$ cat src/rtl/buffer_escritura_reg_if.sv
// -----------------------------------------------------------------------------
// buffer_escritura_reg_if
// Bundles the write-back buffer's producer, register-file and bypass signals.
//   Alu*     : ALU result handshake (AluValid/AluReg/AluData in, AluReady out)
//   Mem*     : load result handshake (MemValid/MemReg/MemData in, MemReady out)
//   Stall    : register file busy, holds the drain
//   Write*   : register file write port (WriteReg/WriteData/Regwrite)
//   Lookup*  : bypass query (LookupReg in, LookupHit/LookupData out)
//   Count/Full/Empty : FIFO occupancy status
// Modports: master = pipeline/register-file side, slave = the buffer.
// -----------------------------------------------------------------------------
interface buffer_escritura_reg_if #(
    parameter int DATA_W = 32,
    parameter int ADDR_W = 2
);
    logic              AluValid;
    logic [4:0]        AluReg;
    logic [DATA_W-1:0] AluData;
    logic              AluReady;
    logic              MemValid;
    logic [4:0]        MemReg;
    logic [DATA_W-1:0] MemData;
    logic              MemReady;
    logic              Stall;
    logic [4:0]        WriteReg;
    logic [DATA_W-1:0] WriteData;
    logic              Regwrite;
    logic [4:0]        LookupReg;
    logic              LookupHit;
    logic [DATA_W-1:0] LookupData;
    logic [ADDR_W:0]   Count;
    logic              Full;
    logic              Empty;

    modport master (
        output AluValid, AluReg, AluData, MemValid, MemReg, MemData, Stall, LookupReg,
        input  AluReady, MemReady, WriteReg, WriteData, Regwrite, LookupHit, LookupData,
               Count, Full, Empty
    );

    modport slave (
        input  AluValid, AluReg, AluData, MemValid, MemReg, MemData, Stall, LookupReg,
        output AluReady, MemReady, WriteReg, WriteData, Regwrite, LookupHit, LookupData,
               Count, Full, Empty
    );
endinterface

$ cat src/rtl/buffer_escritura_reg.sv
// -----------------------------------------------------------------------------
// buffer_escritura_reg
// Write-back buffer: accepts ALU and load results into a small in-order FIFO
// and drains one entry per cycle onto the register file write port. A bypass
// lookup lets decode see values still queued or in the output register.
// Ports:
//   clk  : clock, rising edge
//   rst  : asynchronous active-high reset
//   bus  : buffer_escritura_reg_if.slave (handshakes, write port, lookup, status)
// Optional feature: define WB_BYPASS_EN to build the lookup search; otherwise
// LookupHit/LookupData are tied to zero.
// -----------------------------------------------------------------------------
module buffer_escritura_reg #(
    parameter int DEPTH  = 4,
    parameter int ADDR_W = 2,
    parameter int DATA_W = 32
) (
    input  logic clk,
    input  logic rst,
    buffer_escritura_reg_if.slave bus
);

    localparam logic [ADDR_W:0] DEPTH_C = (ADDR_W+1)'(DEPTH);
    localparam logic [ADDR_W:0] ONE_C   = (ADDR_W+1)'(1);

    logic [ADDR_W-1:0] head, tail, aluSlot;
    logic [ADDR_W:0]   count, freeSlots;
    logic [DEPTH-1:0]  entryValid;
    logic [4:0]        regMem  [DEPTH];
    logic [DATA_W-1:0] dataMem [DEPTH];
    logic              regwrite;
    logic [4:0]        writeReg;
    logic [DATA_W-1:0] writeData;
    logic              memPush, aluPush, pop;

    // Credit is taken from the registered count only; a pop this cycle does
    // not free a slot for this cycle's producers.
    assign freeSlots    = DEPTH_C - count;
    assign bus.MemReady = (freeSlots != '0);
    assign bus.AluReady = (freeSlots > ONE_C) | ((freeSlots != '0) & ~bus.MemValid);

    // Destination 0 completes the handshake but is dropped.
    assign memPush = bus.MemValid & bus.MemReady & (bus.MemReg != 5'd0);
    assign aluPush = bus.AluValid & bus.AluReady & (bus.AluReg != 5'd0);
    // Load is the older instruction, so it takes the tail slot first.
    assign aluSlot = memPush ? tail + ADDR_W'(1) : tail;
    assign pop     = (count != '0) & ~bus.Stall;

    always_ff @(posedge clk or posedge rst) begin
        if (rst) begin
            head       <= '0;
            tail       <= '0;
            count      <= '0;
            entryValid <= '0;
            regwrite   <= 1'b0;
            writeReg   <= 5'd0;
            writeData  <= '0;
        end else begin
            if (pop) begin
                head             <= head + ADDR_W'(1);
                entryValid[head] <= 1'b0;
                regwrite         <= 1'b1;
                writeReg         <= regMem[head];
                writeData        <= dataMem[head];
            end else begin
                regwrite <= 1'b0;
            end
            if (memPush) entryValid[tail]    <= 1'b1;
            if (aluPush) entryValid[aluSlot] <= 1'b1;
            tail  <= tail + ADDR_W'(memPush) + ADDR_W'(aluPush);
            count <= count + (ADDR_W+1)'(memPush) + (ADDR_W+1)'(aluPush)
                           - (ADDR_W+1)'(pop);
        end
    end

    // Entry storage carries no reset; occupancy is tracked by entryValid.
    always_ff @(posedge clk) begin
        if (memPush) begin
            regMem[tail]  <= bus.MemReg;
            dataMem[tail] <= bus.MemData;
        end
        if (aluPush) begin
            regMem[aluSlot]  <= bus.AluReg;
            dataMem[aluSlot] <= bus.AluData;
        end
    end

    assign bus.Regwrite  = regwrite;
    assign bus.WriteReg  = writeReg;
    assign bus.WriteData = writeData;
    assign bus.Count     = count;
    assign bus.Full      = (count == DEPTH_C);
    assign bus.Empty     = (count == '0);

`ifdef WB_BYPASS_EN
    logic              lookupHit;
    logic [DATA_W-1:0] lookupData;
    logic [ADDR_W-1:0] idx;

    // Output register has lowest priority; queue entries are then scanned
    // oldest to newest so the newest match overwrites earlier ones.
    always_comb begin
        lookupHit  = 1'b0;
        lookupData = '0;
        idx        = head;
        if (bus.LookupReg != 5'd0) begin
            if (regwrite && (writeReg == bus.LookupReg)) begin
                lookupHit  = 1'b1;
                lookupData = writeData;
            end
            for (int i = 0; i < DEPTH; i++) begin
                idx = head + ADDR_W'(i);
                if (entryValid[idx] && (regMem[idx] == bus.LookupReg)) begin
                    lookupHit  = 1'b1;
                    lookupData = dataMem[idx];
                end
            end
        end
    end

    assign bus.LookupHit  = lookupHit;
    assign bus.LookupData = lookupData;
`else
    logic unusedLookup;
    assign unusedLookup   = ^{bus.LookupReg, entryValid};
    assign bus.LookupHit  = 1'b0;
    assign bus.LookupData = '0;
`endif

endmodule

$ cat src/flat_wrapper.sv
// flat-port wrapper written by rule: the top's interface ports become plain ports
module buffer_escritura_reg_flat 
#(
    parameter int DEPTH  = 4,
    parameter int ADDR_W = 2,
    parameter int DATA_W = 32
)
  (clk, rst, bus_AluValid, bus_AluReg, bus_AluData, bus_MemValid, bus_MemReg, bus_MemData, bus_Stall, bus_LookupReg, bus_AluReady, bus_MemReady, bus_WriteReg, bus_WriteData, bus_Regwrite, bus_LookupHit, bus_LookupData, bus_Count, bus_Full, bus_Empty);
  buffer_escritura_reg_if #(.DATA_W(DATA_W), .ADDR_W(ADDR_W)) bus_i ();
  input  logic clk;
  input  logic rst;
  input wire logic [$bits(bus_i.AluValid)-1:0] bus_AluValid;
  input wire logic [$bits(bus_i.AluReg)-1:0] bus_AluReg;
  input wire logic [$bits(bus_i.AluData)-1:0] bus_AluData;
  input wire logic [$bits(bus_i.MemValid)-1:0] bus_MemValid;
  input wire logic [$bits(bus_i.MemReg)-1:0] bus_MemReg;
  input wire logic [$bits(bus_i.MemData)-1:0] bus_MemData;
  input wire logic [$bits(bus_i.Stall)-1:0] bus_Stall;
  input wire logic [$bits(bus_i.LookupReg)-1:0] bus_LookupReg;
  output wire logic [$bits(bus_i.AluReady)-1:0] bus_AluReady;
  output wire logic [$bits(bus_i.MemReady)-1:0] bus_MemReady;
  output wire logic [$bits(bus_i.WriteReg)-1:0] bus_WriteReg;
  output wire logic [$bits(bus_i.WriteData)-1:0] bus_WriteData;
  output wire logic [$bits(bus_i.Regwrite)-1:0] bus_Regwrite;
  output wire logic [$bits(bus_i.LookupHit)-1:0] bus_LookupHit;
  output wire logic [$bits(bus_i.LookupData)-1:0] bus_LookupData;
  output wire logic [$bits(bus_i.Count)-1:0] bus_Count;
  output wire logic [$bits(bus_i.Full)-1:0] bus_Full;
  output wire logic [$bits(bus_i.Empty)-1:0] bus_Empty;
  assign bus_i.AluValid = bus_AluValid;
  assign bus_i.AluReg = bus_AluReg;
  assign bus_i.AluData = bus_AluData;
  assign bus_i.MemValid = bus_MemValid;
  assign bus_i.MemReg = bus_MemReg;
  assign bus_i.MemData = bus_MemData;
  assign bus_i.Stall = bus_Stall;
  assign bus_i.LookupReg = bus_LookupReg;
  assign bus_AluReady = bus_i.AluReady;
  assign bus_MemReady = bus_i.MemReady;
  assign bus_WriteReg = bus_i.WriteReg;
  assign bus_WriteData = bus_i.WriteData;
  assign bus_Regwrite = bus_i.Regwrite;
  assign bus_LookupHit = bus_i.LookupHit;
  assign bus_LookupData = bus_i.LookupData;
  assign bus_Count = bus_i.Count;
  assign bus_Full = bus_i.Full;
  assign bus_Empty = bus_i.Empty;
  buffer_escritura_reg #(.DEPTH(DEPTH), .ADDR_W(ADDR_W), .DATA_W(DATA_W)) u_core (.clk(clk), .rst(rst), .bus(bus_i));
endmodule
$ cat config.mk
export PLATFORM = sky130hd
export DESIGN_NAME = buffer_escritura_reg_flat
export DESIGN_NICKNAME = d
export VERILOG_FILES = /design/src/rtl/buffer_escritura_reg_if.sv /design/src/rtl/buffer_escritura_reg.sv /design/src/flat_wrapper.sv
export SDC_FILE = /design/constraint.sdc
export NUM_CORES = 1
export LEC_CHECK = 0
export ABC_AREA = 1
export CORE_MARGIN = 2
export CORE_UTILIZATION = 35
export DETAILED_ROUTE_END_ITERATION = 8
export PLACE_DENSITY = 0.55
export SLEW_MARGIN = 10
export SYNTH_ARGS = -nofsm -noshare
export SYNTH_HDL_FRONTEND = slang
export SYNTH_SLANG_ARGS = --single-unit
$ cat constraint.sdc
create_clock -name clk -period 8.2 [get_ports clk]
set_input_delay 2.05 -clock clk [delete_from_list [all_inputs] [get_ports clk]]
set_output_delay 2.05 -clock clk [all_outputs]
set_load 0.05 [all_outputs]
Yosys cells after proc, flatten, opt, wreduce, memory -nomap -nowiden
Memories as Yosys holds them, arrays and structs flattened. A register that Yosys moved wholly into a read port is not among the register bits.
Cells that the tools add are included.
{ "op_classes": {"order_cmp": 1, "reduce_logical": 5, "bitwise_logic": 9, "eq_ne": 1, "mux": 6, "addsub": 8} }
{ "op_table": {"columns": ["op", "count"], "rows": [
  ["5-bit nonzero test", 2],
  ["3-bit by 1-bit adder with 3-bit output", 2],
  ["1-bit bitwise AND", 6],
  ["3-bit nonzero test", 2],
  ["1-bit two-way mux", 5],
  ["2-bit by 1-bit adder with 2-bit output", 2],
  ["2-bit by 1-bit adder with 2-bit output, second input constant", 2],
  ["3-bit == test, second input constant", 1],
  ["3-bit by 1-bit > comparator with 1-bit output, second input constant", 1],
  ["3-bit zero test", 1],
  ["3-bit by 1-bit subtractor with 3-bit output", 1],
  ["3-bit subtractor, first input constant", 1],
  ["2-bit two-way mux", 1],
  ["1-bit inverter", 2],
  ["1-bit bitwise OR", 1]
]} }
{ "totals": {"mem_count": 2, "output_inout_bits": 78, "elab_cells": 36, "reg_bits": 8, "inputBits": 84, "ramBits": 148} }
{ "memory_table": {"columns": ["memory", "depth", "word_bits", "rd", "rd_clocked_by_memory_dff", "write_ports", "line", "source"], "rows": [
  ["u_core.dataMem", 4, 32, 1, 1, 2, "buffer_escritura_reg.sv:30", "logic [DATA_W-1:0] dataMem [DEPTH];"],
  ["u_core.regMem", 4, 5, 1, 1, 2, "buffer_escritura_reg.sv:29", "logic [4:0] regMem [DEPTH];"]
]} }

Logic depth before layout (Yosys ltp)
Gate-level depths: netlist of the first run.
{ "logic_depth": {"word_depth": 8, "ltp_mapped": 12, "depth_no_buf": 11} }

Worst setup path before layout of the first run
Ideal clock, no wire load.
{ "synth_path": {"path_type": "input-to-output", "start": "in bus_MemValid", "end": "out bus_AluReady", "n_path_buf": 0, "arrival_ns": 2.622, "required_ns": 6.150, "setup_slack_ns": 3.528, "stages": 3, "path_cell_list": "o21ai_1 nor2_2 inv_1"} }
{ "synth_via": {"elab_chain_cells": 3} }
{ "synth_rtl": {"columns": ["item", "line", "source"], "rows": [
  ["from (decl)", "flat_wrapper.sv:15", "input wire logic [$bits(bus_i.MemValid)-1:0] bus_MemValid;"],
  ["1-bit inverter", "buffer_escritura_reg.sv:40", "assign bus.AluReady = (freeSlots > ONE_C) | ((freeSlots != '0) & ~bus.MemValid);"],
  ["1-bit bitwise AND", "buffer_escritura_reg.sv:40", null],
  ["1-bit bitwise OR", "buffer_escritura_reg.sv:40", null],
  ["to (decl)", "flat_wrapper.sv:20", "output wire logic [$bits(bus_i.AluReady)-1:0] bus_AluReady;"]
]} }
No other way between the ends.

Worst setup path after layout of the first run
Ends and elaborated chain as after synthesis.

==> flow_summary.toml, run 1 <==
[outcome]
status = "completed"

[synth]
yosysTopAreaCell = "edfxtp_1"
yosys_warnings = 0
ys_ff_latch = 193
synth_top_area_frac = 0.4304
synth_cell_type_count = 27
avgSynthCellArea_um2 = 9.066
synth-edff-count = 148
async_flop_share = 0.2332
synth_area_um2 = 10330
synthCells = 1139
synth_ff_type = "edfxtp_1"
seq_area_frac_synth = 0.5394
synthTopCellsByArea = "edfxtp_1, nand2_1, dfrtp_1"

[setup_path]
crit_path_start_kind = "primary input"
crit_required_ps = 6150
r2r-start = "u_core.bus.Count[0]"
critical_path_class = "primary input to output pin"
critPathMaxFanout = 2
r2r_cells = 8
critPathLaunch = "bus_MemValid"
rrSetupSlack_ps = 4520
crit_path_end_kind = "output pin"
cp.arrival_ps = 3660
r2r_end = "u_core.regMem[0][4]"

[min_path]
hold_path_class = "flip-flop to flip-flop"
min_from = "u_core.dataMem[1][2]"
holdPathEnd = "u_core.bus.WriteData[2]"
whs_path_depth = 2

[layout]
final_common_cell = "nand2_1"
area_growth_pct = 16.42
fin_area_um2 = 12020
final_cell_mix = "nand2_1, nor2_1, nand4_1, edfxtp_1, clkdlybuf4s50_1"
final_cells = 1594
nNetsFinal = 1292
drive_gt1_frac = 0.06038

[pwr]
pwr-share-comb = 0.475
power_frac_clock = 0.177
power_switching_uw = 2330
switching_share = 0.4664
p_leak_uw = 0.004829
ir_drop_mv = 0.2304
p_seq_frac = 0.348
power.density_nw_per_um2 = 415.5
internal_power_uw = 2666

[timing]
finalSetupViolCount = 0
fin_ws_ps = 2487
maxSlewViolCount = 0
period_share = 0.6967
fin_crit_ps = 5713
setup_tns_ps = 0
timing.hold.ws_ps = 533.8
rsz0062_at_grt = "no"
tightest_slew_ps = 1180
relSlewSlack = 0.2106
finalClockSkew_ps = 11.29
hold_viol_final = 0
timing.fmax_ghz = 0.1750

[clocking]
cts_buffers = 17
clk_pin_slew_ps = 70
cts.sinks = 193
clockRootBuffer = "clkbuf_16"
postCtsHoldBufs = 0
cts.htree.levels = 4
clock_path_buffers = 2
cts_resized = 0
cts_tree = "built"
post_cts_buffers = 0
clk_latency_ps = 440

[detailed_routing]
dr.first_iter.drc_count = 555
firstDrtPassIters = 7
viasPerCell = 5.143
drc = 0
finalWirelength_um = 29030
dr_total_vias = 8198
wl_per_cell_um = 18.21
drtAntennaViolNets = 0

[placed_design]
dpl.cell_count = 1561
place.gp.congestion = 0.7649
hpwl_um = 15780
dpl_worst_slack_ps = 2472
io_buffers = 123
placed_area_um2 = 11400

[global_route]
grt_pass1_wl_um = 44760
grt_pass1_vias = 8127
overflow = 0
antenna_found_initial = 1
grt_usage = 0.1919
grt_max_degree = 98

[floorplanning]
floorplan.die.height_um = 175.8
start_util = 0.3578
num_io_pins = 162
die_x_um = 175.8
num_rows = 62
core_um2 = 28860
die_area_um2 = 30890

[job]
cap_violations = 0
## sequential cells by signal, summed over array words and instances, names as in the netlist
name                  flops
u_core.bus.Count          3
u_core.bus.Regwrite       1
u_core.bus.WriteData     32
u_core.bus.WriteReg       5
u_core.dataMem          128
u_core.head               2
u_core.regMem            20
u_core.tail               2
## through the flow
| step | util | power, uW |
|---|---|---|
| after floorplan | - | 3519 |
| after global placement | 0.3951 | 4116 |
| after detailed placement | 0.3951 | 4156 |
| after CTS | 0.4165 | 5032 |
| after global routing | 0.4166 | 5309 |
| final | 0.4166 | 4995 |
## power by group through the flow
stage / Combinational, uW / Clock (uW) / Sequential [uW]
after global placement: 2360 / 0 / 1760
after global routing: 2600 / 931 / 1780
after floorplan: 1480 / 0 / 2040
after detailed placement: 2390 / 0 / 1760
after CTS: 2390 / 894 / 1740
final: 2370 / 882 / 1740
## worst max-delay path, stage by stage
cell and delay (ps):
clkdlybuf4s50_1 480, o21ai_1 90, nor2_2 270, inv_1 70, clkdlybuf4s50_1 700
## layout make-up
class                           count  area (um2)
Antenna cell                        1       2.502
Clock buffer                       19       442.9
Clock inverter                     13       175.2
Fill cell                        2867       16840
Inverter                           18       67.56
Multi-Input combinational cell    830        3951
Sequential cell                   193        5573
Tap cell                          384       480.5
Timing Repair Buffer              136        1329
## worst max path at each step
stage              endpoint  slack (ps)  cells after the start
5_1_grt        bus_AluReady        2420                      5
3_3_place_gp   bus_AluReady        2480                      5
2_1_floorplan  bus_AluReady        3530                      3
4_1_cts        bus_AluReady        2470                      5
3_5_place_dp   bus_AluReady        2470                      5
6_report       bus_AluReady        2490                      5
## cell families after synthesis
group / share of synthesized area
AND/OR/NAND/NOR: 0.2892
flip-flops: 0.5394
buffers and inverters: 0.09124
AO/OA/AOI/OAI: 0.05877
adder cells (fa/ha/maj): 0.01672
XOR/XNOR: 0.004241
other: 0.0003632
## synth_stat cells, drive strengths merged (3+ instances only)
cell type	count
xor2	4
a31oi	37
fa	3
nand4	148
edfxtp	148
buf	106
nand2	315
o21ai	75
nor2	195
inv	18
nand3	9
clkbuf	24
ha	9
dfrtp	45
## metal layers
layer	track usage	vias up	part of all wire
met5	0	-	0
met4	0.07266	0	0.020
met3	0.03009	38	0.050
met2	0.3414	300	0.51
met1	0.2337	3871	0.42
li1	-	3989	-
Note: power is estimated with default switching activity, not from simulation.
==> run 2: changes to the inputs <==
--- a/config.mk
+++ b/config.mk
@@ -9,7 +9,7 @@
 export CORE_MARGIN = 2
 export CORE_UTILIZATION = 35
 export DETAILED_ROUTE_END_ITERATION = 8
-export PLACE_DENSITY = 0.55
+export PLACE_DENSITY = 0.57
 export SLEW_MARGIN = 10
 export SYNTH_ARGS = -nofsm -noshare
 export SYNTH_HDL_FRONTEND = slang
==> constraint.sdc (replaced) <==
create_clock -name clk -period 4.7 [get_ports clk]
set_input_delay 1.175 -clock clk [delete_from_list [all_inputs] [get_ports clk]]
set_output_delay 1.175 -clock clk [all_outputs]
set_load 0.05 [all_outputs]
==> flow_summary.toml, run 2 (synthesis results as in run 1) <==
[placed_design]
dpl.cell_count = 1567
hpwl_um = 16010
place.gp.congestion = 0.7729
io_buffers = 123

[job]
cap_violations = 0

[layout]
regMostFlops = "u_core.dataMem"
antenna_cells = 0
final_cells = 1599
final_cell_mix = "nand2_1, nor2_1, nand4_1, edfxtp_1, clkdlybuf4s50_1"
area_growth_pct = 16.65
largest_register_ffs = 128
multi_input_area_um2 = 3951
nNetsFinal = 1298
drive_gt1_frac = 0.06420
fillers = 2799
regArea_um2 = 5573
final_common_cell = "nand2_1"

[setup_path]
crit_required_ps = 3520
critical_path_class = "primary input to output pin"
crit_path_end_kind = "output pin"
crit_path_start_kind = "primary input"
critPathMaxFanout = 2
cp.arrival_ps = 2770

[pwr]
power_uw = 8693
power_frac_clock = 0.163
power.density_nw_per_um2 = 721.7
switching_share = 0.4719
p_seq_frac = 0.347
power_switching_uw = 4102
pwr-share-comb = 0.490
ir_drop_mv = 0.5453
internal_power_uw = 4591
p_leak_uw = 0.004838

[timing]
tightest_slew_ps = 1005
relSlewSlack = 0.3299
setup_tns_ps = 0
rsz0062_at_grt = "no"
finalClockSkew_ps = 8.352
period_share = 0.8384
maxSlewViolCount = 0
finalSetupViolCount = 0
timing.fmax_ghz = 0.2538
hold_viol_final = 0
fin_crit_ps = 3940

[clocking]
clk_latency_ps = 430
clock_path_buffers = 2
cts.htree.levels = 4
cts_resized = 0
clockRootBuffer = "clkbuf_16"
cts_tree = "built"
post_cts_buffers = 0
postCtsHoldBufs = 0
cts_buffers = 17
clk_pin_slew_ps = 70
cts.sinks = 193

[global_route]
grt_pass1_vias = 8019
antenna_found_initial = 0
grt_usage = 0.1897
overflow = 0
grt_max_degree = 78
grt_pass1_wl_um = 44950

[floorplanning]
num_io_pins = 162
floorplan.die.height_um = 175.8
start_util = 0.3578
die_area_um2 = 30890
num_rows = 62
die_x_um = 175.8
core_um2 = 28860

[outcome]
status = "completed"

[detailed_routing]
viasPerCell = 5.163
dr.first_iter.drc_count = 750
finalWirelength_um = 28930
drc = 0
dr_total_vias = 8256
wl_per_cell_um = 18.09
firstDrtPassIters = 5
drtAntennaViolNets = 0

[min_path]
hold_path_class = "flip-flop to flip-flop"
run 2: path summary, 6_finish.rpt:
check	start	end	slack [ps]	cells after the start
min in group asynchronous	rst	u_core.bus.WriteData[16]	1240	2
worst min-delay path	u_core.dataMem[1][6]	u_core.bus.WriteData[6]	540	2
worst max register to register	u_core.bus.Count[0]	u_core.tail[0]	1840	8
worst max-delay path	bus_MemValid	bus_AluReady	760	5
max in group asynchronous	rst	u_core.bus.WriteReg[3]	2720	3
worst min register to register	u_core.dataMem[1][6]	u_core.bus.WriteData[6]	540	2
run 2: per-stage QoR:
stage / util / instance area [um2] / hold WS, ps / setup slack [ps]
floorplan: - / 10450 / 505.9 / 1144
global placement: 0.3979 / 11480 / 514.6 / 746.9
detailed placement: 0.3979 / 11480 / 526.8 / 750.5
CTS: 0.4174 / 12050 / 543.3 / 747.8
global route: 0.4174 / 12050 / 564.5 / 689.6
finish: 0.4174 / 12050 / 537.2 / 759.7
run 2: worst max-delay path, stage by stage:
cell and delay, ps:
clkdlybuf4s50_1 480, o21ai_1 90, nor2_2 250, inv_1 60
clkdlybuf4s50_1 700
run 2: power groups by stage:
stage	Clock [uW]	Sequential, uW	Combinational (uW)
6_report	1420	3020	4260
5_1_grt	1510	3090	4640
4_1_cts	1440	3030	4270
3_5_place_dp	0	3060	4260
3_3_place_gp	0	3060	4210
2_1_floorplan	0	3560	2580
run 2: area by class of cell:
type | count | share of cell area
clock buffers | 18 | 0.03563
clock inverters | 14 | 0.01101
inverters | 18 | 0.005609
multi-input cells | 830 | 0.3280
flip-flops and latches | 193 | 0.4627
well taps | 384 | 0.03989
repair buffers | 142 | 0.1172
run 2: per-layer routing:
metal / wire [um] / GRT usage / vias to the layer above
li1: - / - / 3999
met1: 12350 / 0.2401 / 3897
met2: 14250 / 0.3328 / 326
met3: 1952 / 0.03312 / 34
met4: 371 / 0.05372 / 0
met5: 0 / 0 / -
